===== src/rtl/ram_fifo_pkg.sv =====
`default_nettype none
// ============================================================================
// Module      : ram_fifo_pkg
// Description : Default geometry of the FIFO bank. It is shared by
//               ram_fifo_ctrl and ram_bank so that both agree on it.
// Revision    : 1.0 - initial release
// ============================================================================
package ram_fifo_pkg;

    localparam int DEF_ADDR_BIT   = 3;
    localparam int DEF_DATA_BIT   = 16;
    localparam int DEF_MEM_HEIGHT = 8;

endpackage : ram_fifo_pkg
`default_nettype wire


===== src/rtl/ram_fifo_ctrl_wrap_ptr.sv =====
`default_nettype none
// ============================================================================
// Module      : wrap_ptr
// Description : Bank address pointer. It advances on inc and wraps from
//               MEM_HEIGHT-1 back to 0 by compare, so non-power-of-2 depths
//               are supported.
// Revision    : 1.0 - initial release
// ============================================================================
module wrap_ptr
    import ram_fifo_pkg::*;
#(
    parameter int ADDR_BIT   = DEF_ADDR_BIT,
    parameter int MEM_HEIGHT = DEF_MEM_HEIGHT
) (
    input  logic                clk,
    input  logic                rst_n,
    input  logic                inc,
    output logic [ADDR_BIT-1:0] ptr
);

    localparam logic [ADDR_BIT-1:0] LAST_PTR = ADDR_BIT'(MEM_HEIGHT - 1);

    logic [ADDR_BIT-1:0] ptr_q;
    logic [ADDR_BIT-1:0] ptr_d;

    // Next pointer: hold, increment, or wrap to zero after the last row
    always_comb begin
        ptr_d = ptr_q;
        if (inc) begin
            ptr_d = (ptr_q == LAST_PTR) ? '0 : ptr_q + 1'b1;
        end
    end

    // Pointer register with synchronous active-low reset
    always_ff @(posedge clk) begin
        if (!rst_n) begin
            ptr_q <= '0;
        end else begin
            ptr_q <= ptr_d;
        end
    end

    assign ptr = ptr_q;

endmodule : wrap_ptr
`default_nettype wire


===== src/rtl/ram_fifo_ctrl.sv =====
`default_nettype none
// ============================================================================
// Module      : ram_fifo_ctrl
// Description : Valid/ready FIFO controller in front of ram_bank. The bank's
//               registered read port is the output stage, so there is no
//               bypass. Capacity is MEM_HEIGHT words in the bank plus one
//               word in the output stage.
// Revision    : 1.0 - initial release
// ============================================================================
module ram_fifo_ctrl
    import ram_fifo_pkg::*;
#(
    parameter int ADDR_BIT   = DEF_ADDR_BIT,
    parameter int DATA_BIT   = DEF_DATA_BIT,
    parameter int MEM_HEIGHT = DEF_MEM_HEIGHT
) (
    input  logic                clk,
    input  logic                rst_n,
    input  logic                s_valid,
    output logic                s_ready,
    input  logic [DATA_BIT-1:0] s_data,
    output logic                m_valid,
    input  logic                m_ready,
    output logic [DATA_BIT-1:0] m_data,
    output logic [ADDR_BIT:0]   count,
    output logic                ram_en,
    output logic                ram_we,
    output logic                ram_re,
    output logic [ADDR_BIT-1:0] ram_addr_w,
    output logic [ADDR_BIT-1:0] ram_addr_r,
    output logic [DATA_BIT-1:0] ram_d_w,
    input  logic [DATA_BIT-1:0] ram_d_r
);

    localparam logic [ADDR_BIT:0] FULL_CNT = (ADDR_BIT + 1)'(MEM_HEIGHT);

    logic [ADDR_BIT:0] ram_cnt_q;
    logic [ADDR_BIT:0] ram_cnt_d;
    logic              out_valid_q;
    logic              out_valid_d;
    logic              wr;
    logic              rd;

    // Flow control. Both strobes are gated by rst_n so that the bank is idle
    // during reset, even before the state registers have been cleared.
    assign s_ready = rst_n & (ram_cnt_q != FULL_CNT);
    assign wr      = s_valid & s_ready;
    assign rd      = rst_n & (ram_cnt_q != '0) & (~out_valid_q | m_ready);

    wrap_ptr #(
        .ADDR_BIT   (ADDR_BIT),
        .MEM_HEIGHT (MEM_HEIGHT)
    ) u_wr_ptr (
        .clk   (clk),
        .rst_n (rst_n),
        .inc   (wr),
        .ptr   (ram_addr_w)
    );

    wrap_ptr #(
        .ADDR_BIT   (ADDR_BIT),
        .MEM_HEIGHT (MEM_HEIGHT)
    ) u_rd_ptr (
        .clk   (clk),
        .rst_n (rst_n),
        .inc   (rd),
        .ptr   (ram_addr_r)
    );

    // Next bank occupancy and output-stage state. A read reloads the output
    // stage; a pop with no reload empties it.
    always_comb begin
        ram_cnt_d = ram_cnt_q;
        case ({wr, rd})
            2'b10:   ram_cnt_d = ram_cnt_q + 1'b1;
            2'b01:   ram_cnt_d = ram_cnt_q - 1'b1;
            default: ram_cnt_d = ram_cnt_q;
        endcase

        out_valid_d = out_valid_q;
        if (rd) begin
            out_valid_d = 1'b1;
        end else if (m_ready) begin
            out_valid_d = 1'b0;
        end
    end

    // Occupancy and output-stage registers with synchronous active-low reset
    always_ff @(posedge clk) begin
        if (!rst_n) begin
            ram_cnt_q   <= '0;
            out_valid_q <= 1'b0;
        end else begin
            ram_cnt_q   <= ram_cnt_d;
            out_valid_q <= out_valid_d;
        end
    end

    assign ram_we  = wr;
    assign ram_re  = rd;
    assign ram_en  = wr | rd;
    assign ram_d_w = s_data;
    assign m_data  = ram_d_r;
    assign m_valid = out_valid_q;
    assign count   = ram_cnt_q + (ADDR_BIT + 1)'(out_valid_q);

endmodule : ram_fifo_ctrl
`default_nettype wire


===== config.mk =====
export PLATFORM = sky130hd
export DESIGN_NAME = ram_fifo_ctrl
export DESIGN_NICKNAME = d
export VERILOG_FILES = /design/src/rtl/ram_fifo_pkg.sv /design/src/rtl/ram_fifo_ctrl_wrap_ptr.sv /design/src/rtl/ram_fifo_ctrl.sv
export SDC_FILE = /design/constraint.sdc
export NUM_CORES = 1
export LEC_CHECK = 0
export CAP_MARGIN = 5
export CORE_MARGIN = 4
export CORE_UTILIZATION = 56
export DETAILED_ROUTE_END_ITERATION = 6
export DONT_BUFFER_PORTS = 1
export PLACE_DENSITY = 0.7
export RECOVER_POWER = 100
export SLEW_MARGIN = 15
export SYNTH_ARGS = -nofsm -noshare
export SYNTH_HDL_FRONTEND = slang
export SYNTH_SLANG_ARGS = --single-unit

===== constraint.sdc =====
create_clock -name clk -period 3.6 [get_ports clk]
set_clock_uncertainty 0.05 [all_clocks]
set_input_delay 0.9 -clock clk [delete_from_list [all_inputs] [get_ports clk]]
set_output_delay 0.9 -clock clk [all_outputs]
set_load 0.02 [all_outputs]

After elaboration in Yosys (flattened, before gate mapping)
Index checks and enable logic that the tools add are counted.
- $add $sub $neg: 5
- eq/ne operators: 5
- reductions and logical operators: 3
- bitwise logic cells: 7
- mux-type cells: 5
- operator list (kind ; count):
    4-bit one-hot mux with 2 select lines ; 1
    3-bit by 1-bit adder with 3-bit output (second input constant) ; 2
    3-bit == test (second input constant) ; 2
    3-bit 2-to-1 mux ; 2
    4-bit by 1-bit adder with 4-bit output ; 1
    4-bit by 1-bit adder with 4-bit output (second input constant) ; 1
    1-bit bitwise AND ; 4
    4-bit inequality test (second input constant) ; 1
    2-bit nonzero test ; 2
    4-bit nonzero test ; 1
    4-bit by 1-bit subtractor with 4-bit output (second input constant) ; 1
    2-bit by 1-bit == test with 1-bit output (second input constant) ; 1
    2-bit == test (second input constant) ; 1
    1-bit 2-to-1 mux ; 2
    1-bit bitwise OR ; 2
    1-bit NOT ; 1
- flip-flop bits (word level): 11
- input port bits: 36
- output and inout port bits: 47
- word-level logic and storage cells: 29

Depth between registers and ports, before layout
Gate-level depths: netlist (run 1).
- depth after elaboration: 5
- mapped depth: 10
- mapped depth without buffers: 10

Hierarchy
A second synthesis (run 1) with hierarchy kept.
- cell total of the unflattened synthesis: 104
- area total of the unflattened synthesis: 919.6 um^2
- modules (own cells, without submodules) (module ; area each (um^2) ; instances ; seq. area each (um^2) ; cells each):
    ram_fifo_ctrl ; 624.3 ; 1 ; 100.1 ; 78
    wrap_ptr ; 147.6 ; 2 ; 60.1 ; 13

Worst setup path after synthesis (run 1)
No wires, ideal clock.
- path kind: input -> register
- start point: in m_ready
- end point: reg ram_cnt_q[3]
- arrival time: 2.667 ns
- path slack: 0.812 ns
- library setup time: 0.072 ns
- required time: 3.478 ns
- stages: 10
- buffers on the path: 0
- cells stage by stage: inv_1 > a21oi_2 > nand2_1 > inv_1 > ha_1 > ha_1 > a21o_2 > a21oi_1 > mux2i_1 > mux2i_1
- cells in the longest elaborated chain, start to end: 4
- elaborated cells on any way between the ends: 6
- classes of those cells: 2 x eq/ne; 1 x mux; 2 x bitwise; 1 x reduce/logical
- RTL lines (item ; line ; source):
    start, declared ; ram_fifo_ctrl.sv:23 ; input logic m_ready,
    1-bit bitwise OR * ; ram_fifo_ctrl.sv:48 ; assign rd = rst_n & (ram_cnt_q != '0) & (~out_valid_q | m_ready);
    1-bit bitwise AND * ; ram_fifo_ctrl.sv:48 ;
    via ram_re ; ram_fifo_ctrl.sv:28 ; output logic ram_re,
    2-bit by 1-bit == test with 1-bit output or 2-bit == test (tied branches) ; ram_fifo_ctrl.sv:74 ; case ({wr, rd})
    4-bit one-hot mux with 2 select lines or 2-bit nonzero test (tied branches) ; - ;
    end signal, assigned ; ram_fifo_ctrl.sv:94 ; ram_cnt_q <= ram_cnt_d;
    end, declared ; ram_fifo_ctrl.sv:37 ; logic [ADDR_BIT:0] ram_cnt_q;
Mark *: on every way through the listed nets, which the timed path passes. The rest lies on a longest branch.
A chain may end at the register's enable or synchronous reset.

Final worst setup path (run 1)
Same ends and word-level chain as after synthesis.

==> impl_results.md, run 1 <==
- H-tree levels: 1
- Vias: around 520
- Clock root buffer: clkbuf_4
- Static Leak: 0.0003564 µW
- N_diodes: 0
- WS Path Type: in2reg
- WL met3: 235 µm
- DR WL met2: 577 µm
- Gpl congestion: 0.7486
- CTS buffer count: 3
- Drt drc: 0
- Layout cells sized above 1: 0.06757
- Max-capacitance violation count: 0
- Rows: 14
- Final Total Pwr: 652.5 µW
- Leading cell type in the layout, fill and taps excluded: dfxtp_1
- Pwr/cell area: 923.0 nW/µm²
- Setup_tns: 0 ps
- Most frequent cells in the layout: dfxtp_1 (11), ha_1 (10), inv_1 (9), nand2_1 (6), mux2i_1 (6)
- Final hold violation count: 0
- RSZ-0062 raised after global routing: false
- Post-Synth Adder-Cell Area: 0.1557
- Critical Path, Cell by Cell: inv_1 > a21oi_1 > nand2_1 > inv_1 > ha_1 > ha_1 > a21o_2 > a21oi_1 > mux2i_1 > mux2i_1
- Port Buf Inserts: 0
- Worst slew pin tran: 479.6 ps
- Final Util: 0.4586
- ANT nets after route: 0
- Slew margin rel.: 0.6780
- Main combinational cell family by area after synthesis: buffers and inverters
- Cell Area, Synth: 932.1 µm²
- CP Capture Type: register
- Outcome: completed
- CTS sink cnt: 11
- Final WL: 1414 µm
- Vias in the first global route: around 500
- Post-synthesis mux area share: 0.06443
- Fin crit share: 0.7823
- Antenna violations before repair: 0
- Total die area: 2381 µm²
- Nets: about 120
- Setup ws final: 783.9 ps
- Post-CTS Hold Fix Bufs: 0
- Flop and latch count out of synthesis: 11
- Post-Synth Simple-Gate Area: 0.1383
- Count of unique library cells instantiated by Yosys: 26
- CP Data Arrival Time: 2980 ps
- Post-Synth XOR/XNOR Area: 0.03758
- Peak supply drop: 0.3568 mV
- Crit-path max FO: 4
- Cells after Synth: 104
- Largest net degree at the start of global routing: 16
- Critical path's slowest cell: a21oi_1
- Post-route minimum period: 2816 ps
- CP max stage delay: 380 ps
- Cts repair resizes: 0
- Clk buf depth: 2
- Post-CTS Setup Inserts: 0
- Global-route usage over all layers: 0.1191
- Grt ovf: 0
- Die Ht: 48.80 µm
- CTS tree: done
- Seq/Total Area, Yosys: 0.2362
- Wire per inst: 15.71 µm
- Max Transition Viols Final: 0
- First-pass GRT wire length: 2290 µm
- Core area: 1541 µm²
- Detailed Place HPWL: 1098 µm
- Met1 WL: 516 µm
- Synth-to-Final Area Change: -24.16%
- Final setup fails: 0
- Yosys warns: 0
- Required time of the worst setup path: 3760 ps
- Syn avg cell area: 8.963 µm²
- Startpoint Class: input port
- DR iter-0 viols: 5
- 1st-pass router iterations: 2
- Hold/Removal Path Class: reg2reg
- Fmax: 355.1 MHz
- Pre-CTS setup slack: 610.1 ps
- Top sig layer: met4
- Compound-cell area share of the yosys netlist: 0.06174
- Via/cell ratio: 5.744
- Later-pin clock latency in the skew report: 280 ps
- I/O pins: 83
- Post-Syn Nets: 151
- Die width: 48.80 µm
- Clk slew on worst S/H paths: 80 ps
- Initial Util: 0.6047
[worst paths after layout]
path	start	endpoint	slack, ps	cells past startpoint
min reg2reg	ram_cnt_q[3]	ram_cnt_q[3]	490	2
max reg2reg	ram_cnt_q[0]	ram_cnt_q[3]	890	10
min	ram_cnt_q[3]	ram_cnt_q[3]	490	2
max	m_ready	ram_cnt_q[3]	780	10
[power by group]
| group | internal (µW) | switching, µW |
|---|---|---|
| clock network | 41.3 | 45.7 |
| logic | 134 | 187 |
| registers | 163 | 81.6 |
[stage by stage]
step | instances | hold WS, ps | area, µm²
floorplan | 104 | 425.6 | 932.1
global placement | 86 | 454.6 | 700.7
detailed placement | 86 | 474.6 | 700.7
CTS | 90 | 485.5 | 728.2
global route | 90 | 532.0 | 706.9
finish | 90 | 486.4 | 706.9
[cell families (layout without fill, tap and decap cells)]
group,Yosys count,in the layout
buffers and inverters,43,13
AND/OR/NAND/NOR,21,21
adder cells (fa/ha/maj),11,11
flip-flops,11,11
AO/OA/AOI/OAI,8,8
multiplexers,6,6
XOR/XNOR,4,4
[per-layer routing]
metal | up-vias | track usage
met5 | - | 0
met4 | 0 | 0.09417
met3 | 25 | 0.09174
met2 | 26 | 0.1587
met1 | 222 | 0.1215
li1 | 244 | -
[synth_stat cells]
library cell / number / area, µm²
or4b_4: 1 / 13.76
and2_1: 1 / 6.260
a21oi_2: 1 / 8.760
nand3_4: 1 / 17.52
a21o_2: 1 / 8.760
o21ai_0: 2 / 10.01
nor4_1: 1 / 6.260
xnor2_1: 2 / 17.52
a21boi_0: 1 / 7.510
nand2b_1: 1 / 6.260
nor2b_1: 4 / 25.02
ha_1: 10 / 125.1
mux2i_1: 6 / 60.06
dfxtp_1: 11 / 220.2
clkbuf_1: 1 / 3.750
inv_1: 9 / 33.78
and2_2: 1 / 7.510
buf_4: 33 / 247.7
o31ai_1: 1 / 7.510
nor2_1: 1 / 3.750
nand3_1: 4 / 20.02
xor2_1: 2 / 17.52
o211a_1: 1 / 10.01
fa_1: 1 / 20.02
a21oi_1: 1 / 5.000
nand2_1: 6 / 22.52
[flip-flops by register name, summed over array words and instances, names as in the netlist]
register and flops:
u_wr_ptr.ptr 3, ram_cnt_q 4, u_rd_ptr.ptr 3, m_valid 1
[worst max-delay path: cells and delay by family]
family / cells / cell delay (ps)
AO/OA/AOI/OAI: 3 / 770
buffers and inverters: 2 / 230
multiplexers: 2 / 430
adder cells (fa/ha/maj): 2 / 510
AND/OR/NAND/NOR: 1 / 140
[cell type report]
| class | instances | area (µm²) |
|---|---|---|
| clock buffer | 3 | 22.52 |
| inverter | 9 | 33.78 |
| multi-input combinational | 50 | 405.4 |
| clock inverter | 1 | 5.005 |
| tap | 16 | 20.02 |
| sequential | 11 | 220.2 |
| fill | 160 | 834.6 |
No activity file was read; power rests on OpenSTA's default activity.
==> inputs of run 2 (changes only) <==
clock period = 2.87 ns   (was 3.6 ns; I/O delays follow)
==> impl_results.md, run 2 (same netlist as run 1, synthesis figures left out) <==
- DR iter-0 viols: 2 (-3)
- N_diodes: 0 (unchanged)
- Most frequent cells in the layout: dfxtp_1 (11), ha_1 (10), inv_1 (9), nand2_1 (6), mux2i_1 (6)
- CP Capture Type: register
- Fin crit share: 0.8819
- Worst hold start: ram_cnt_q[3]
- Critical path's slowest cell: or4b_1
- H-tree levels: 1 (unchanged)
- Nets: 123 (+0.82%)
- CP max stage delay: 610 ps (+230 ps)
- Largest Register: ram_cnt_q
- 1st-pass router iterations: 4 (+2)
- Max Transition Viols Final: 0 (unchanged)
- Setup_tns: 0 ps (unchanged)
- Initial Util: 0.6047 (unchanged)
- First-pass GRT wire length: 2401 µm (+4.8%)
- Placed inst area: 708.2 µm² (+1.1%)
- Wire per inst: 15.55 µm (-1.0%)
- Static Leak: 0.0003610 µW (+1.3%)
- Fmax: ~400 MHz
- Final Util: 0.4692 (+0.01055)
- Startpoint Class: register
- Clk slew on worst S/H paths: 70 ps (about the same)
- Hold/Removal Path Class: reg2reg
- WS Path Type: reg2reg
- Synth-to-Final Area Change: -22.42%
- Max-capacitance violation count: 0 (unchanged)
- Clock root buffer: clkbuf_4
- Vias in the first global route: 524 (+5.2%)
- Clk buf depth: 2 (unchanged)
- Antenna violations before repair: 0 (unchanged)
- Gpl congestion: 0.7544 (+0.77%)
- RSZ-0062 raised after global routing: false
- Final WL: 1415 µm (about the same)
- Slew margin rel.: 0.6801 (+0.002114)
- Total die area: 2381 µm² (unchanged)
- CTS buffer count: 3 (unchanged)
- WHS Path Cells: 2 (unchanged)
- CTS sink cnt: 11 (unchanged)
- CP Data Arrival Time: 2690 ps (-290 ps)
- Post-CTS Setup Inserts: 0 (unchanged)
- Worst R2R Start: ram_cnt_q[0]
- Post-route minimum period: 2531 ps
- Die width: 48.80 µm (unchanged)
- Pwr/cell area: 1140 nW/µm² (+24%)
- Leading cell type in the layout, fill and taps excluded: dfxtp_1
- Final Total Pwr: 824.8 µW (+26%)
- Final setup fails: 0 (unchanged)
- WL met3: 219 µm (-6.8%)
- Layout cells sized above 1: 0.08000 (+0.01243)
- Worst r2r path cells: 8 (-2)
- Detailed Place HPWL: 1120 µm (+2.0%)
- Post-route cell area: 723.2 µm² (+2.3%)
- R2r setup slk: 340 ps (-550 ps)
- Dpl cells: 87 (+1.2%)
- Via/cell ratio: 5.758 (+0.24%)
- Port Buf Inserts: 0 (unchanged)
- Peak supply drop: 0.5026 mV (+41%)
- DR WL met2: 591 µm (+2.4%)
- Later-pin clock latency in the skew report: 270 ps (about the same)
- Final hold violation count: 0 (unchanged)
- Met1 WL: 531 µm (+2.9%)
- Die Ht: 48.80 µm (unchanged)
- Critical Path, Cell by Cell: or4b_1 > nand3_4 > ha_1 > ha_1 > a21o_2 > a21oi_1 > mux2i_1 > mux2i_1
- I/O pins: 83 (unchanged)
- Global-route usage over all layers: 0.1229 (+0.003781)
- Grt ovf: 0 (unchanged)
- Cts repair resizes: 0 (unchanged)
- Vias: 524 (+1.4%)
- Post-CTS Hold Fix Bufs: 0 (unchanged)
- Largest net degree at the start of global routing: 16 (unchanged)
- WHS Endpoint: ram_cnt_q[3]
- Top sig layer: met4
- Max reg flops: 4 (unchanged)
- Rows: 14 (unchanged)
- CTS tree: done
- Drt drc: 0 (unchanged)
- Outcome: completed
- Crit-path max FO: 9 (+5)
- Worst slew pin tran: 476.4 ps (-3.148 ps)
- Worst R2R End: ram_cnt_q[3]
- Non-Filler Instances: 91 (+1.1%)
- ANT nets after route: 0 (unchanged)
- Core area: 1541 µm² (unchanged)
- Required time of the worst setup path: 3030 ps (-730 ps)
run 2: cell count changes in the layout (fill, tap and decap cells not counted), sizes merged:
cell	change
clkbuf	+1
run 2: worst max-delay path by stage:
| stage | to | cells after the start | slack, ps | from |
|---|---|---|---|---|
| finish | ram_cnt_q[3] | 8 | 340 | ram_cnt_q[0] |
| global route | ram_cnt_q[3] | 10 | 70 | ram_cnt_q[3] |
| global placement | ram_cnt_q[3] | 10 | 350 | m_ready |
| CTS | ram_cnt_q[3] | 10 | 340 | ram_cnt_q[3] |
| floorplan | ram_cnt_q[3] | 10 | 260 | m_ready |
| detailed placement | ram_cnt_q[3] | 10 | 260 | m_ready |
run 2: metal layers:
metal  up-vias  global-route usage
li1        248                   -
met1       230              0.1271
met2        24              0.1761
met3        22             0.08563
met4         0             0.08072
met5         -                   0
run 2: metrics by stage:
step,setup slack [ps],hold slack (ps)
after global routing,69.58,506.0
after floorplan,264.1,425.6
after global placement,348.5,458.8
after CTS,336.2,489.6
final,338.8,488.1
after detailed placement,264.7,478.7
run 2: report_power, final:
group | internal (µW) | leakage (µW) | total (µW) | switching, µW
Sequential | 205 | 0.0000903 | 306 | 101
Clock | 51.6 | 0.0000177 | 105 | 53.0
Combinational | 174 | 0.000253 | 414 | 240
Total | 430 | 0.000361 | 825 | 394
run 2: area by class of cell:
cell class | instances | area, µm²
clock buffer | 3 | 22.52
clock inverter | 1 | 5.005
fill | 152 | 818.3
inverter | 9 | 33.78
multi-input combinational | 50 | 417.9
sequential | 11 | 220.2
tap | 16 | 20.02
timing repair buffer | 1 | 3.754
run 2: worst max-delay path, delay by kind of cell (launching register included):
| family | cells | cell delay, ps |
|---|---|---|
| multiplexers | 2 | 430 |
| AND/OR/NAND/NOR | 2 | 780 |
| AO/OA/AOI/OAI | 2 | 380 |
| flip-flops | 1 | 370 |
| adder cells (fa/ha/maj) | 2 | 470 |
